<file path="config.mk">
export PLATFORM = sky130hd
export DESIGN_NAME = axi_sts_read_arbiter
export DESIGN_NICKNAME = d
export VERILOG_FILES = /design/src/rtl/axi_sts_arb_pkg.sv /design/src/rtl/axi_sts_rr_grant.sv /design/src/rtl/axi_sts_read_arbiter.sv
export SDC_FILE = /design/constraint.sdc
export NUM_CORES = 1
export LEC_CHECK = 0
export CORE_ASPECT_RATIO = 1.25
export CORE_MARGIN = 2
export CORE_UTILIZATION = 43
export DETAILED_ROUTE_END_ITERATION = 8
export GPL_TIMING_DRIVEN = 0
export PLACE_DENSITY = 0.9
export SLEW_MARGIN = 20
export SYNTH_ARGS = -nofsm -noshare
export SYNTH_HDL_FRONTEND = slang
export SYNTH_SLANG_ARGS = --single-unit
</file>
<file path="constraint.sdc">
create_clock -name aclk -period 5.1 [get_ports aclk]
set_input_delay 0.51 -clock aclk [delete_from_list [all_inputs] [get_ports aclk]]
set_output_delay 0.51 -clock aclk [all_outputs]
set_load 0.005 [all_outputs]
</file>
<file path="src/rtl/axi_sts_arb_pkg.sv">
// axi_sts_arb_pkg: shared FSM state encoding and AXI response codes for the status-read arbiter
package axi_sts_arb_pkg;
  typedef enum logic [1:0] {IDLE = 2'd0, ADDR = 2'd1, DATA = 2'd2, RESP = 2'd3} state_t;
  localparam logic [1:0] RESP_OKAY   = 2'b00;
  localparam logic [1:0] RESP_SLVERR = 2'b10;
endpackage

</file>
<file path="src/rtl/axi_sts_rr_grant.sv">
// axi_sts_rr_grant: two-way round-robin pick; on a tie the port not served last wins
module axi_sts_rr_grant (
  input  logic [1:0] req,
  input  logic       last,
  output logic       grant,
  output logic       any
);
  assign any   = |req;
  assign grant = req[1] & (~req[0] | ~last);
endmodule

</file>
<file path="src/rtl/axi_sts_read_arbiter.sv">
// axi_sts_read_arbiter: shares one AXI4-Lite status read channel between two slave ports, one read in flight
module axi_sts_read_arbiter
  import axi_sts_arb_pkg::*;
#(
  parameter int AXI_DATA_WIDTH = 32,
  parameter int AXI_ADDR_WIDTH = 32,
  parameter int TIMEOUT_CYCLES = 256
) (
  input  logic                      aclk,
  input  logic                      aresetn,
  input  logic [AXI_ADDR_WIDTH-1:0] s0_axi_araddr,
  input  logic                      s0_axi_arvalid,
  output logic                      s0_axi_arready,
  output logic [AXI_DATA_WIDTH-1:0] s0_axi_rdata,
  output logic [1:0]                s0_axi_rresp,
  output logic                      s0_axi_rvalid,
  input  logic                      s0_axi_rready,
  input  logic [AXI_ADDR_WIDTH-1:0] s1_axi_araddr,
  input  logic                      s1_axi_arvalid,
  output logic                      s1_axi_arready,
  output logic [AXI_DATA_WIDTH-1:0] s1_axi_rdata,
  output logic [1:0]                s1_axi_rresp,
  output logic                      s1_axi_rvalid,
  input  logic                      s1_axi_rready,
  output logic [AXI_ADDR_WIDTH-1:0] m_axi_araddr,
  output logic                      m_axi_arvalid,
  input  logic                      m_axi_arready,
  input  logic [AXI_DATA_WIDTH-1:0] m_axi_rdata,
  input  logic [1:0]                m_axi_rresp,
  input  logic                      m_axi_rvalid,
  output logic                      m_axi_rready
);
  state_t                    state_q, state_d;
  logic                      last_q, gnt_q, gnt, any;
  logic [AXI_ADDR_WIDTH-1:0] addr_q;
  logic [AXI_DATA_WIDTH-1:0] data_q;
  logic [1:0]                resp_q;
  logic [15:0]               cnt_q;
  logic                      timeout, accept;

  axi_sts_rr_grant u_grant (
    .req   ({s1_axi_arvalid, s0_axi_arvalid}),
    .last  (last_q),
    .grant (gnt),
    .any   (any)
  );

  assign timeout = cnt_q == 16'(TIMEOUT_CYCLES - 1);
  assign accept  = gnt_q ? s1_axi_rready : s0_axi_rready;

  always_comb begin
    state_d = state_q;
    case (state_q)
      IDLE:    state_d = any ? ADDR : IDLE;
      ADDR:    state_d = m_axi_arready ? DATA : ADDR;
      DATA:    state_d = (m_axi_rvalid || timeout) ? RESP : DATA;
      RESP:    state_d = accept ? IDLE : RESP;
      default: state_d = IDLE;
    endcase
  end

  always_ff @(posedge aclk or negedge aresetn)
    if (!aresetn) state_q <= IDLE;
    else state_q <= state_d;

  always_ff @(posedge aclk or negedge aresetn)
    if (!aresetn) begin
      last_q <= 1'b1;
      gnt_q  <= 1'b0;
      addr_q <= '0;
      data_q <= '0;
      resp_q <= '0;
      cnt_q  <= '0;
    end else begin
      if (state_q == IDLE && any) begin
        gnt_q  <= gnt;
        addr_q <= gnt ? s1_axi_araddr : s0_axi_araddr;
      end
      // counter is held at zero through ADDR so DATA always starts from a cleared count
      if (state_q == ADDR) cnt_q <= '0;
      else if (state_q == DATA && !m_axi_rvalid) cnt_q <= cnt_q + 16'd1;
      if (state_q == DATA && (m_axi_rvalid || timeout)) begin
        data_q <= m_axi_rvalid ? m_axi_rdata : '0;
        resp_q <= m_axi_rvalid ? m_axi_rresp : RESP_SLVERR;
      end
      if (state_q == RESP && accept) last_q <= gnt_q;
    end

  assign s0_axi_arready = state_q == IDLE && s0_axi_arvalid && !gnt;
  assign s1_axi_arready = state_q == IDLE && s1_axi_arvalid && gnt;
  assign m_axi_arvalid  = state_q == ADDR;
  assign m_axi_araddr   = addr_q;
  assign m_axi_rready   = state_q != ADDR;
  assign s0_axi_rvalid  = state_q == RESP && !gnt_q;
  assign s1_axi_rvalid  = state_q == RESP && gnt_q;
  assign s0_axi_rdata   = data_q;
  assign s1_axi_rdata   = data_q;
  assign s0_axi_rresp   = resp_q;
  assign s1_axi_rresp   = resp_q;
endmodule

</file>
# Word level (Yosys, flattened, before mapping)
# Index checks and enable logic that the tools add are counted.
# word_totals
ff_bits	86
input_bits	106
elab_cells	45
# classes
add_sub_neg	1
eq_ne	5
muxes	11
n_bitwise	4
n_reduce_logical	17
# ops
cell	count
32-bit 2-to-1 mux	2
16-bit 2-to-1 mux	2
16-bit by 1-bit adder with 16-bit output, second input constant	1
16-bit by 8-bit == test with 1-bit output, second input constant	1
1-bit logical AND	10
2-bit one-hot mux with 4 select lines	1
2-bit 2-to-1 mux	3
2-bit == test, second input constant	2
1-bit zero test	3
1-bit 2-to-1 mux	3
2-bit by 1-bit == test with 1-bit output, second input constant	1
2-bit zero test	1
2-bit by 1-bit inequality test with 1-bit output, second input constant	1
1-bit inverter	2
2-bit nonzero test	1
2-bit OR reduction	1
1-bit AND	1
1-bit logical OR	1
1-bit OR	1

# Depth between registers and ports, before layout
# Gate-level depths: netlist of the first run.
# logic_depth
depth_word	5
mapped_depth	6
mapped_depth_nobuf	5

# Cells and area by module
# A second synthesis of the first run with hierarchy kept.
# unflattened
hier_cells	369
hier_area_um2	4026.4
# modules_own_cells
mod	instances	cells_each	area_per_inst_um2
axi_sts_read_arbiter	1	367	4012.6
axi_sts_rr_grant	1	2	13.8

# Worst setup path after synthesis of the first run
# Ideal clock, no wire load.
# synth_path
kind	input to output
startpoint	input port s1_axi_arvalid
endpoint	output port s0_axi_arready
arrival_time_ps	1267
required_time_ps	4590
path_slack_ps	3323
path_stages	4
cell_sequence	a21boi_1 > clkbuf_1 > buf_2 > nor2_1
# synth_between
elab_chain_cells	3
# synth_lines
element	line_no	rtl
from (decl)	axi_sts_read_arbiter.sv:19	input logic s1_axi_arvalid,
1-bit AND	axi_sts_rr_grant.sv:9	assign grant = req[1] & (~req[0] | ~last);
1-bit zero test	axi_sts_read_arbiter.sv:89	assign s0_axi_arready = state_q == IDLE && s0_axi_arvalid && !gnt;
1-bit logical AND	axi_sts_read_arbiter.sv:89	
to (decl)	axi_sts_read_arbiter.sv:13	output logic s0_axi_arready,
# No other way between the ends.

# Worst setup path in the final report of the first run
# Same ends and word-level chain as after synthesis.

==> tab_implementation.tex, run 1 <==
\begin{tabular}{lr}
\hline
Metric & Value \\
\hline
\multicolumn{2}{l}{\textbf{Worst setup path}} \\
Crit start category & primary input \\
Cell Chain, Critical Path & clkdlybuf4s50\_1 > a21boi\_1 > clkbuf\_1 > buf\_2 > nor2\_1 > clkdlybuf4s50\_1 \\
Most repeated library cell on the critical path & sky130\_fd\_sc\_hd\_\_clkdlybuf4s50\_1 \\
Data required time of the worst path & 4590 ps \\
Critical path type & primary input to primary output \\
Buffering stage count on the worst path with inverters included & 4 \\
Worst reg-to-reg path cell count & 6 \\
Crit-path leading delay family & buffers and inverters \\
Data arrival at the endpoint of the critical path & 2400 ps \\
Critical Path Sink Type & primary output \\
Slowest library cell on the worst path & sky130\_fd\_sc\_hd\_\_clkdlybuf4s50\_1 \\
Flop2flop setup slack & 3270 ps \\
CP Depth & 6 \\
Critical Path Max Stage Delay & 480 ps \\
Largest fanout of any net on the critical path & 10 \\
\multicolumn{2}{l}{\textbf{Status}} \\
Result of the run & finished clean \\
\multicolumn{2}{l}{\textbf{Yosys}} \\
Area share of the leading cell type in the synthesized netlist & 53.54\% \\
Part of the Yosys area used for sequential elements & 54.20\% \\
Syn. warnings & 0 \\
Yosys top cell by area & sky130\_fd\_sc\_hd\_\_dfrtp\_1 \\
Area of the mapped netlist & 3973 µm² \\
Syn Area/Cell & 10.71 µm² \\
Syn\_nets & 478 \\
Total of flip-flops plus latches after synthesis & 86 \\
Number of flops mapped to enable cells by yosys & 0 \\
Main area contributors after synthesis & sky130\_fd\_sc\_hd\_\_dfrtp\_1 54\%, sky130\_fd\_sc\_hd\_\_mux2i\_1 8.6\%, sky130\_fd\_sc\_hd\_\_a22o\_1 7.3\% \\
Synth Instances & 371 \\
Most used DFF post-synth & sky130\_fd\_sc\_hd\_\_dfrtp\_1 \\
Number of library cell types mapped by synthesis & 38 \\
Async set-or-reset flop fraction in the synthesized netlist & 100.0\% \\
\multicolumn{2}{l}{\textbf{STA}} \\
Slew headroom & 63.59\% \\
Achievable clock frequency & 343.3 MHz \\
Setup Viol. Count Final & 0 \\
Final worst-path setup slack & 2187 ps \\
Pins over their slew limit & 0 \\
RSZ-0062 raised after global routing & false \\
Clock Skews & 7.831 ps \\
Final hold slack & 154.5 ps \\
Number of endpoints with negative hold slack in the final report & 0 \\
Fin Setup TNS & 0 ps \\
Worst-margin pin slew & 546.1 ps \\
Post-route minimum period & 2913 ps \\
Share of the clock period used by the worst path & 57.11\% \\
\multicolumn{2}{l}{\textbf{Floorplan}} \\
Core Area & 9076 µm² \\
Y dimension of the die & 111.5 µm \\
Die footprint & 10,030 µm² \\
Number of cell rows & 39 \\
Boundary Pins & 212 \\
Starting utilization of the core area & 43.77\% \\
Width of the chip & 89.97 µm \\
\multicolumn{2}{l}{\textbf{Cells and area}} \\
Most common library cell in the layout ignoring fill and taps & sky130\_fd\_sc\_hd\_\_clkdlybuf4s50\_1 \\
Antenna diode count & 0 \\
Area growth syn-to-layout & 65.42\% \\
Fraction of final layout cells with drive strength greater than 1 & 10.68\% \\
Nets & 701 \\
Post-route non-filler standard cell count & 722 \\
Leading cell types in the layout, fill and taps excluded & 210 x sky130\_fd\_sc\_hd\_\_clkdlybuf4s50\_1, 85 x sky130\_fd\_sc\_hd\_\_dfrtp\_1, 44 x sky130\_fd\_sc\_hd\_\_nand2\_1 \\
Core utilization of the finished layout & 72.40\% \\
Layout Cell Area excl Fill & 6571 µm² \\
\multicolumn{2}{l}{\textbf{Place}} \\
Weighted congestion at the end of routability-driven global placement & 0.8191 \\
Worst slack after detailed placement & 2187 ps \\
Placed instance area & 6256 µm² \\
DP HPWL & 9015 µm \\
Count of placed standard cells including taps & 706 \\
Port-buffer cells & 211 \\
\multicolumn{2}{l}{\textbf{Drt}} \\
Post-route DRC violation count & 0 \\
Total met2 wirelength after detailed routing & 6008 µm \\
Detailed-routing wirelength on met1 & 4211 µm \\
Amount of wire on met3 after detailed routing & 1122 µm \\
Count of routing violations after the opening detailed-route iteration & 177 \\
First drt pass iteration count & 5 \\
Via density & 5.136 \\
Wire length per cell & 16.04 µm \\
Uppermost signal routing layer after detailed routing & met4 \\
Vias & 3,708 \\
Antenna Nets Post-Route & 0 \\
Total detailed-routing wirelength & 11,580 µm \\
\multicolumn{2}{l}{\textbf{Global route}} \\
Global-route wire length before repair & 18,730 µm \\
Via count of the first global-routing pass & 3,833 \\
Global route total overflow & 0 \\
Maximum number of pins on one net before global-route repair & 46 \\
Antenna violations before repair & 0 \\
Global Route Usage Sum & 23.46\% \\
\multicolumn{2}{l}{\textbf{Clock tree}} \\
Bufs on Longest Clock Path & 2 \\
Total clock sinks & 86 \\
Number of buffers inserted during clock tree synthesis & 9 \\
H-tree depth reported by CTS & 3 \\
Register clock-pin slew on the reported worst setup and hold paths & 60 ps \\
Hold-fix buffers, CTS & 0 \\
Root Buffer Master & sky130\_fd\_sc\_hd\_\_clkbuf\_16 \\
Resized cells post-CTS & 0 \\
TritonCTS clock tree & yes \\
Setup bufs post-CTS & 0 \\
Worst-skew pair later-pin latency & 340 ps \\
\multicolumn{2}{l}{\textbf{Power and ir drop}} \\
Static leakage & 2.928 nW \\
Internal power summed over all cells & 2.497 mW \\
Net switching share of the total power & 30.28\% \\
Sum of internal, switching and leakage power & 3.582 mW \\
Worst vdd rail ir drop & 0.0002714 V \\
Sequential fraction of design power & 32.5\% \\
Combinational cell fraction of total power & 48.4\% \\
Power per Cell Area & 545.0 nW/µm² \\
Clock Power Share & 19.2\% \\
Switching component of the power & 1.084 mW \\
\multicolumn{2}{l}{\textbf{Job}} \\
Number of violations of the max-capacitance limit & 0 \\
\multicolumn{2}{l}{\textbf{Min path}} \\
Type of the most critical hold path & primary input to async pin \\
\hline
\end{tabular}
-- cell families (layout without fill, tap and decap cells) --
logic type | after synthesis | in the layout | share of synthesized area (%)
AOI/OAI and AO/OA | 97 | 97 | 16.28
xor gates and xnor gates | 1 | 1 | 0.2205
adders and majority gates | 1 | 1 | 0.3149
buffers and inverters | 63 | 291 | 9.606
DFF | 86 | 86 | 54.20
muxes | 35 | 35 | 8.850
and+or+nand+nor | 88 | 88 | 10.52
-- cell usage after synthesis (2+ instances only) --
master	n
sky130_fd_sc_hd__a21oi_1	3
sky130_fd_sc_hd__a22o_1	33
sky130_fd_sc_hd__a31oi_1	3
sky130_fd_sc_hd__and2_1	2
sky130_fd_sc_hd__and3_1	6
sky130_fd_sc_hd__buf_2	8
sky130_fd_sc_hd__buf_4	34
sky130_fd_sc_hd__clkbuf_1	15
sky130_fd_sc_hd__dfrtp_1	85
sky130_fd_sc_hd__inv_1	3
sky130_fd_sc_hd__mux2i_1	34
sky130_fd_sc_hd__nand2_1	44
sky130_fd_sc_hd__nand3_1	10
sky130_fd_sc_hd__nand4_1	7
sky130_fd_sc_hd__nor2_1	8
sky130_fd_sc_hd__nor2b_1	2
sky130_fd_sc_hd__nor4_1	2
sky130_fd_sc_hd__o211ai_1	6
sky130_fd_sc_hd__o21ai_0	22
sky130_fd_sc_hd__o21ai_1	23
sky130_fd_sc_hd__o31ai_1	4
-- metal layers --
| layer | vias to the layer above | track usage, % |
|---|---|---|
| met4 | 0 | 8.410 |
| met1 | 1753 | 24.75 |
| met3 | 21 | 8.525 |
| li1 | 1733 | - |
| met2 | 201 | 42.98 |
| met5 | - | 0 |
-- path summary, 6_finish.rpt --
path | startpoint | to
min in group aclk | m_axi_araddr[10]$_DFFE_PN0P_ | m_axi_araddr[10]$_DFFE_PN0P_
worst min-delay path | aresetn | m_axi_araddr[18]$_DFFE_PN0P_
max in group asynchronous | aresetn | last_q$_DFFE_PN1P_
worst max register to register | state_q[1]$_DFF_PN0_ | s0_axi_rdata[7]$_DFFE_PN0P_
worst max-delay path | s1_axi_arvalid | s0_axi_arready
worst min register to register | m_axi_araddr[10]$_DFFE_PN0P_ | m_axi_araddr[10]$_DFFE_PN0P_
-- power groups by stage --
| stage | Combinational, mW | Sequential [mW] | Clock [mW] |
|---|---|---|---|
| 2_1_floorplan | 0.690 | 1.16 | 0 |
| 3_3_place_gp | 1.69 | 1.15 | 0 |
| 3_5_place_dp | 1.73 | 1.17 | 0 |
| 4_1_cts | 1.75 | 1.16 | 0.698 |
| 5_1_grt | 1.87 | 1.20 | 0.732 |
| 6_report | 1.73 | 1.16 | 0.687 |
-- cell type report --
| cell class | instances | area (µm²) |
|---|---|---|
| Clock inverter | 6 | 86.33 |
| Sequential cell | 86 | 2153 |
| Timing Repair Buffer | 212 | 2130 |
| Inverter | 4 | 15.01 |
| Multi-Input combinational cell | 222 | 1438 |
| Buffer | 59 | 366.6 |
| Fill cell | 650 | 2505 |
| Clock buffer | 10 | 229.0 |
| Tap cell | 123 | 153.9 |
-- flip-flops by register name, summed over array words and instances (netlist names) --
register	cells
s0_axi_rresp	2
last_q	1
m_axi_araddr	32
state_q	2
s0_axi_rdata	32
cnt_q	16
gnt_q	1
-- worst reg2reg max path, stage by stage (launching register included) --
cell and delay (ps):
sky130_fd_sc_hd__dfrtp_1 400, sky130_fd_sc_hd__nor2b_1 160, sky130_fd_sc_hd__and2_1 150, sky130_fd_sc_hd__clkbuf_1 190
sky130_fd_sc_hd__a21oi_2 370, sky130_fd_sc_hd__buf_2 310, sky130_fd_sc_hd__a22o_1 180
Power figures use the tool's default switching activity.
==> inputs of run 2 (changes only) <==
--- a/config.mk
+++ b/config.mk
@@ -7,10 +7,10 @@
 export LEC_CHECK = 0
 export CORE_ASPECT_RATIO = 1.25
 export CORE_MARGIN = 2
-export CORE_UTILIZATION = 43
+export CORE_UTILIZATION = 36
 export DETAILED_ROUTE_END_ITERATION = 8
 export GPL_TIMING_DRIVEN = 0
-export PLACE_DENSITY = 0.9
+export PLACE_DENSITY = 0.81
 export SLEW_MARGIN = 20
 export SYNTH_ARGS = -nofsm -noshare
 export SYNTH_HDL_FRONTEND = slang
==> constraint.sdc (replaced) <==
create_clock -name aclk -period 2.55 [get_ports aclk]
set_input_delay 0.255 -clock aclk [delete_from_list [all_inputs] [get_ports aclk]]
set_output_delay 0.255 -clock aclk [all_outputs]
set_load 0.005 [all_outputs]
==> run 2 against run 1 <==
Final cell count increased by 1.4%. Non-clock buffer count increased by 1. Total power increased by 97%. Sequential share of layout area decreased by 0.081 points. Clock power increased by 89%. Critical path depth unchanged. First-iteration DRC count decreased by 33%. Core utilization decreased by 11 points. Global-route usage decreased by 4.1 points. Worst hold slack improved by 310 ps. Combinational power increased by 99%. Sequential cell count unchanged. Critical path type unchanged. Largest power group unchanged.
==> tab_implementation.tex, run 2 (synthesis gave the netlist of run 1 again) <==
\begin{tabular}{lr}
\hline
Metric & Value \\
\hline
\multicolumn{2}{l}{\textbf{Status}} \\
Result of the run & finished clean \\
\multicolumn{2}{l}{\textbf{Cells and area}} \\
Fraction of final layout cells with drive strength greater than 1 & 10.50\% (-0.18 points) \\
Antenna diode count & 0 (unchanged) \\
Area growth syn-to-layout & 65.83\% \\
Nets & 702 (+0.14\%) \\
Filler Cell Count & 894 (+38\%) \\
Register area & 2153 µm² (unchanged) \\
Leading cell types in the layout, fill and taps excluded & 210 x sky130\_fd\_sc\_hd\_\_clkdlybuf4s50\_1, 85 x sky130\_fd\_sc\_hd\_\_dfrtp\_1, 44 x sky130\_fd\_sc\_hd\_\_nand2\_1 \\
Most common library cell in the layout ignoring fill and taps & sky130\_fd\_sc\_hd\_\_clkdlybuf4s50\_1 \\
Multi-input gate area in the final layout & 1438 µm² (unchanged) \\
\multicolumn{2}{l}{\textbf{Worst setup path}} \\
Critical register-to-register path startpoint & state\_q[0]\$\_DFF\_PN0\_ \\
Largest fanout of any net on the critical path & 10 (unchanged) \\
Most repeated library cell on the critical path & sky130\_fd\_sc\_hd\_\_clkdlybuf4s50\_1 \\
Crit-path leading delay family & buffers and inverters \\
Critical Path Sink Type & primary output \\
Critical path type & primary input to primary output \\
Buffering stage count on the worst path with inverters included & 4 (unchanged) \\
Data arrival at the endpoint of the critical path & 2170 ps (-230 ps) \\
Data required time of the worst path & 2300 ps (-2290 ps) \\
Cell Chain, Critical Path & clkdlybuf4s50\_1 > a21boi\_1 > clkbuf\_1 > buf\_2 > nor2\_1 > clkdlybuf4s50\_1 \\
Slowest library cell on the worst path & sky130\_fd\_sc\_hd\_\_clkdlybuf4s50\_1 \\
Critical Path Max Stage Delay & 500 ps (+20 ps) \\
Worst setup path startpoint & s1\_axi\_arvalid \\
Crit start category & primary input \\
\multicolumn{2}{l}{\textbf{Floorplan}} \\
Starting utilization of the core area & 37.24\% (-6.5 points) \\
Boundary Pins & 212 (unchanged) \\
Width of the chip & 97.96 µm (+8.9\%) \\
Die footprint & 11,900 µm² (+19\%) \\
Core Area & 10,670 µm² (+18\%) \\
Y dimension of the die & 121.4 µm (+9.0\%) \\
Number of cell rows & 42 (+7.7\%) \\
\multicolumn{2}{l}{\textbf{Clock tree}} \\
H-tree depth reported by CTS & 3 (unchanged) \\
Number of buffers inserted during clock tree synthesis & 9 (unchanged) \\
Worst-skew pair later-pin latency & 330 ps (about the same) \\
Bufs on Longest Clock Path & 2 (unchanged) \\
Setup bufs post-CTS & 0 (unchanged) \\
Resized cells post-CTS & 0 (unchanged) \\
TritonCTS clock tree & yes \\
Total clock sinks & 86 (unchanged) \\
Register clock-pin slew on the reported worst setup and hold paths & 60 ps (about the same) \\
Root Buffer Master & sky130\_fd\_sc\_hd\_\_clkbuf\_16 \\
\multicolumn{2}{l}{\textbf{STA}} \\
Clock Skews & 5.131 ps (-2.699 ps) \\
Achievable clock frequency & 412.5 MHz \\
Pins over their slew limit & 0 (unchanged) \\
Share of the clock period used by the worst path & 95.06\% \\
Worst-margin pin slew & 553.5 ps (+7.395 ps) \\
RSZ-0062 raised after global routing & false \\
Setup Viol. Count Final & 0 (unchanged) \\
Final hold slack & 463.3 ps (+308.8 ps) \\
Fin Setup TNS & 0 ps (unchanged) \\
Number of endpoints with negative hold slack in the final report & 0 (unchanged) \\
Slew headroom & 63.10\% (-0.49 points) \\
Post-route minimum period & 2424 ps \\
\multicolumn{2}{l}{\textbf{Power and ir drop}} \\
Worst vdd rail ir drop & 0.0005001 V (+84\%) \\
Static leakage & 2.929 nW (about the same) \\
Power per Cell Area & 1072 nW/µm² (+97\%) \\
\multicolumn{2}{l}{\textbf{Global route}} \\
Global route total overflow & 0 (unchanged) \\
Antenna violations before repair & 0 (unchanged) \\
Maximum number of pins on one net before global-route repair & 47 (+2.2\%) \\
Via count of the first global-routing pass & 3,708 (-3.3\%) \\
Global Route Usage Sum & 19.36\% (-4.1 points) \\
Global-route wire length before repair & 18,350 µm (-2.0\%) \\
\multicolumn{2}{l}{\textbf{Place}} \\
Port-buffer cells & 211 (unchanged) \\
Weighted congestion at the end of routability-driven global placement & 0.7993 (-2.4\%) \\
DP HPWL & 9077 µm (+0.69\%) \\
\multicolumn{2}{l}{\textbf{Drt}} \\
Total detailed-routing wirelength & 11,390 µm (-1.7\%) \\
First drt pass iteration count & 4 (-1) \\
Post-route DRC violation count & 0 (unchanged) \\
Count of routing violations after the opening detailed-route iteration & 119 (-33\%) \\
Antenna Nets Post-Route & 0 (unchanged) \\
Via density & 4.964 (-3.3\%) \\
Vias & 3,634 (-2.0\%) \\
Wire length per cell & 15.56 µm (-3.0\%) \\
\multicolumn{2}{l}{\textbf{Min path}} \\
Type of the most critical hold path & primary input to async pin \\
\multicolumn{2}{l}{\textbf{Job}} \\
Number of violations of the max-capacitance limit & 0 (unchanged) \\
\hline
\end{tabular}
run 2: layout make-up:
| cell class | count | share of cell area (%) |
|---|---|---|
| Sequential cell | 86 | 32.69 |
| Timing Repair Buffer | 213 | 32.59 |
| Multi-Input combinational cell | 222 | 21.82 |
| Buffer | 59 | 5.565 |
| Clock buffer | 13 | 3.951 |
| Tap cell | 132 | 2.507 |
| Clock inverter | 3 | 0.6458 |
| Inverter | 4 | 0.2279 |
run 2: final timing paths:
path | endpoint | slack [ps] | depth (start not counted)
min reg2reg | m_axi_araddr[23]$_DFFE_PN0P_ | 480 | 2
max in group asynchronous | last_q$_DFFE_PN1P_ | 1430 | 3
max | s0_axi_arready | 130 | 6
min in group aclk | m_axi_araddr[23]$_DFFE_PN0P_ | 480 | 2
min | m_axi_araddr[15]$_DFFE_PN0P_ | 460 | 2
max reg2reg | cnt_q[3]$_DFFE_PN0P_ | 720 | 6
run 2: routing by layer:
layer	routed length (µm)	GRT usage, %
met1	4168	20.37
met2	5787	34.59
met3	1159	6.970
met4	271	8.507
met5	0	0
run 2: worst reg2reg max path, delay by kind of cell, from the launching register on:
family / cells / cell delay [ps]
DFF: 1 / 390
and+or+nand+nor: 2 / 510
AOI/OAI and AO/OA: 2 / 250
buffers and inverters: 2 / 560
run 2: repair_timing:
item                                    CTS  global route
hold buffers                              1             0
endpoints found under the hold margin    40             0
endpoints found under the setup margin    0             0
run 2: metrics by stage:
step / instance area, µm² / total power [mW] / instances / utilization [%] / setup slack [ps]
final: 6588 / 7.062 / 732 / 61.75 / 126.0
after global routing: 6588 / 7.555 / 732 / 61.75 / 22.65
after CTS: 6588 / 7.167 / 732 / 61.75 / 119.7
after detailed placement: 6275 / 5.816 / 715 / 58.82 / 123.5
after global placement: 6250 / 5.689 / 714 / 58.59 / -1779
after floorplan: 3973 / 3.694 / 371 / - / 849.4
run 2: report_power, final:
part           total, mW  switching, mW  internal (mW)
sequential          2.32          0.395           1.92
clock               1.30          0.490          0.811
combinational       3.44           1.23           2.22
total               7.06           2.11           4.95
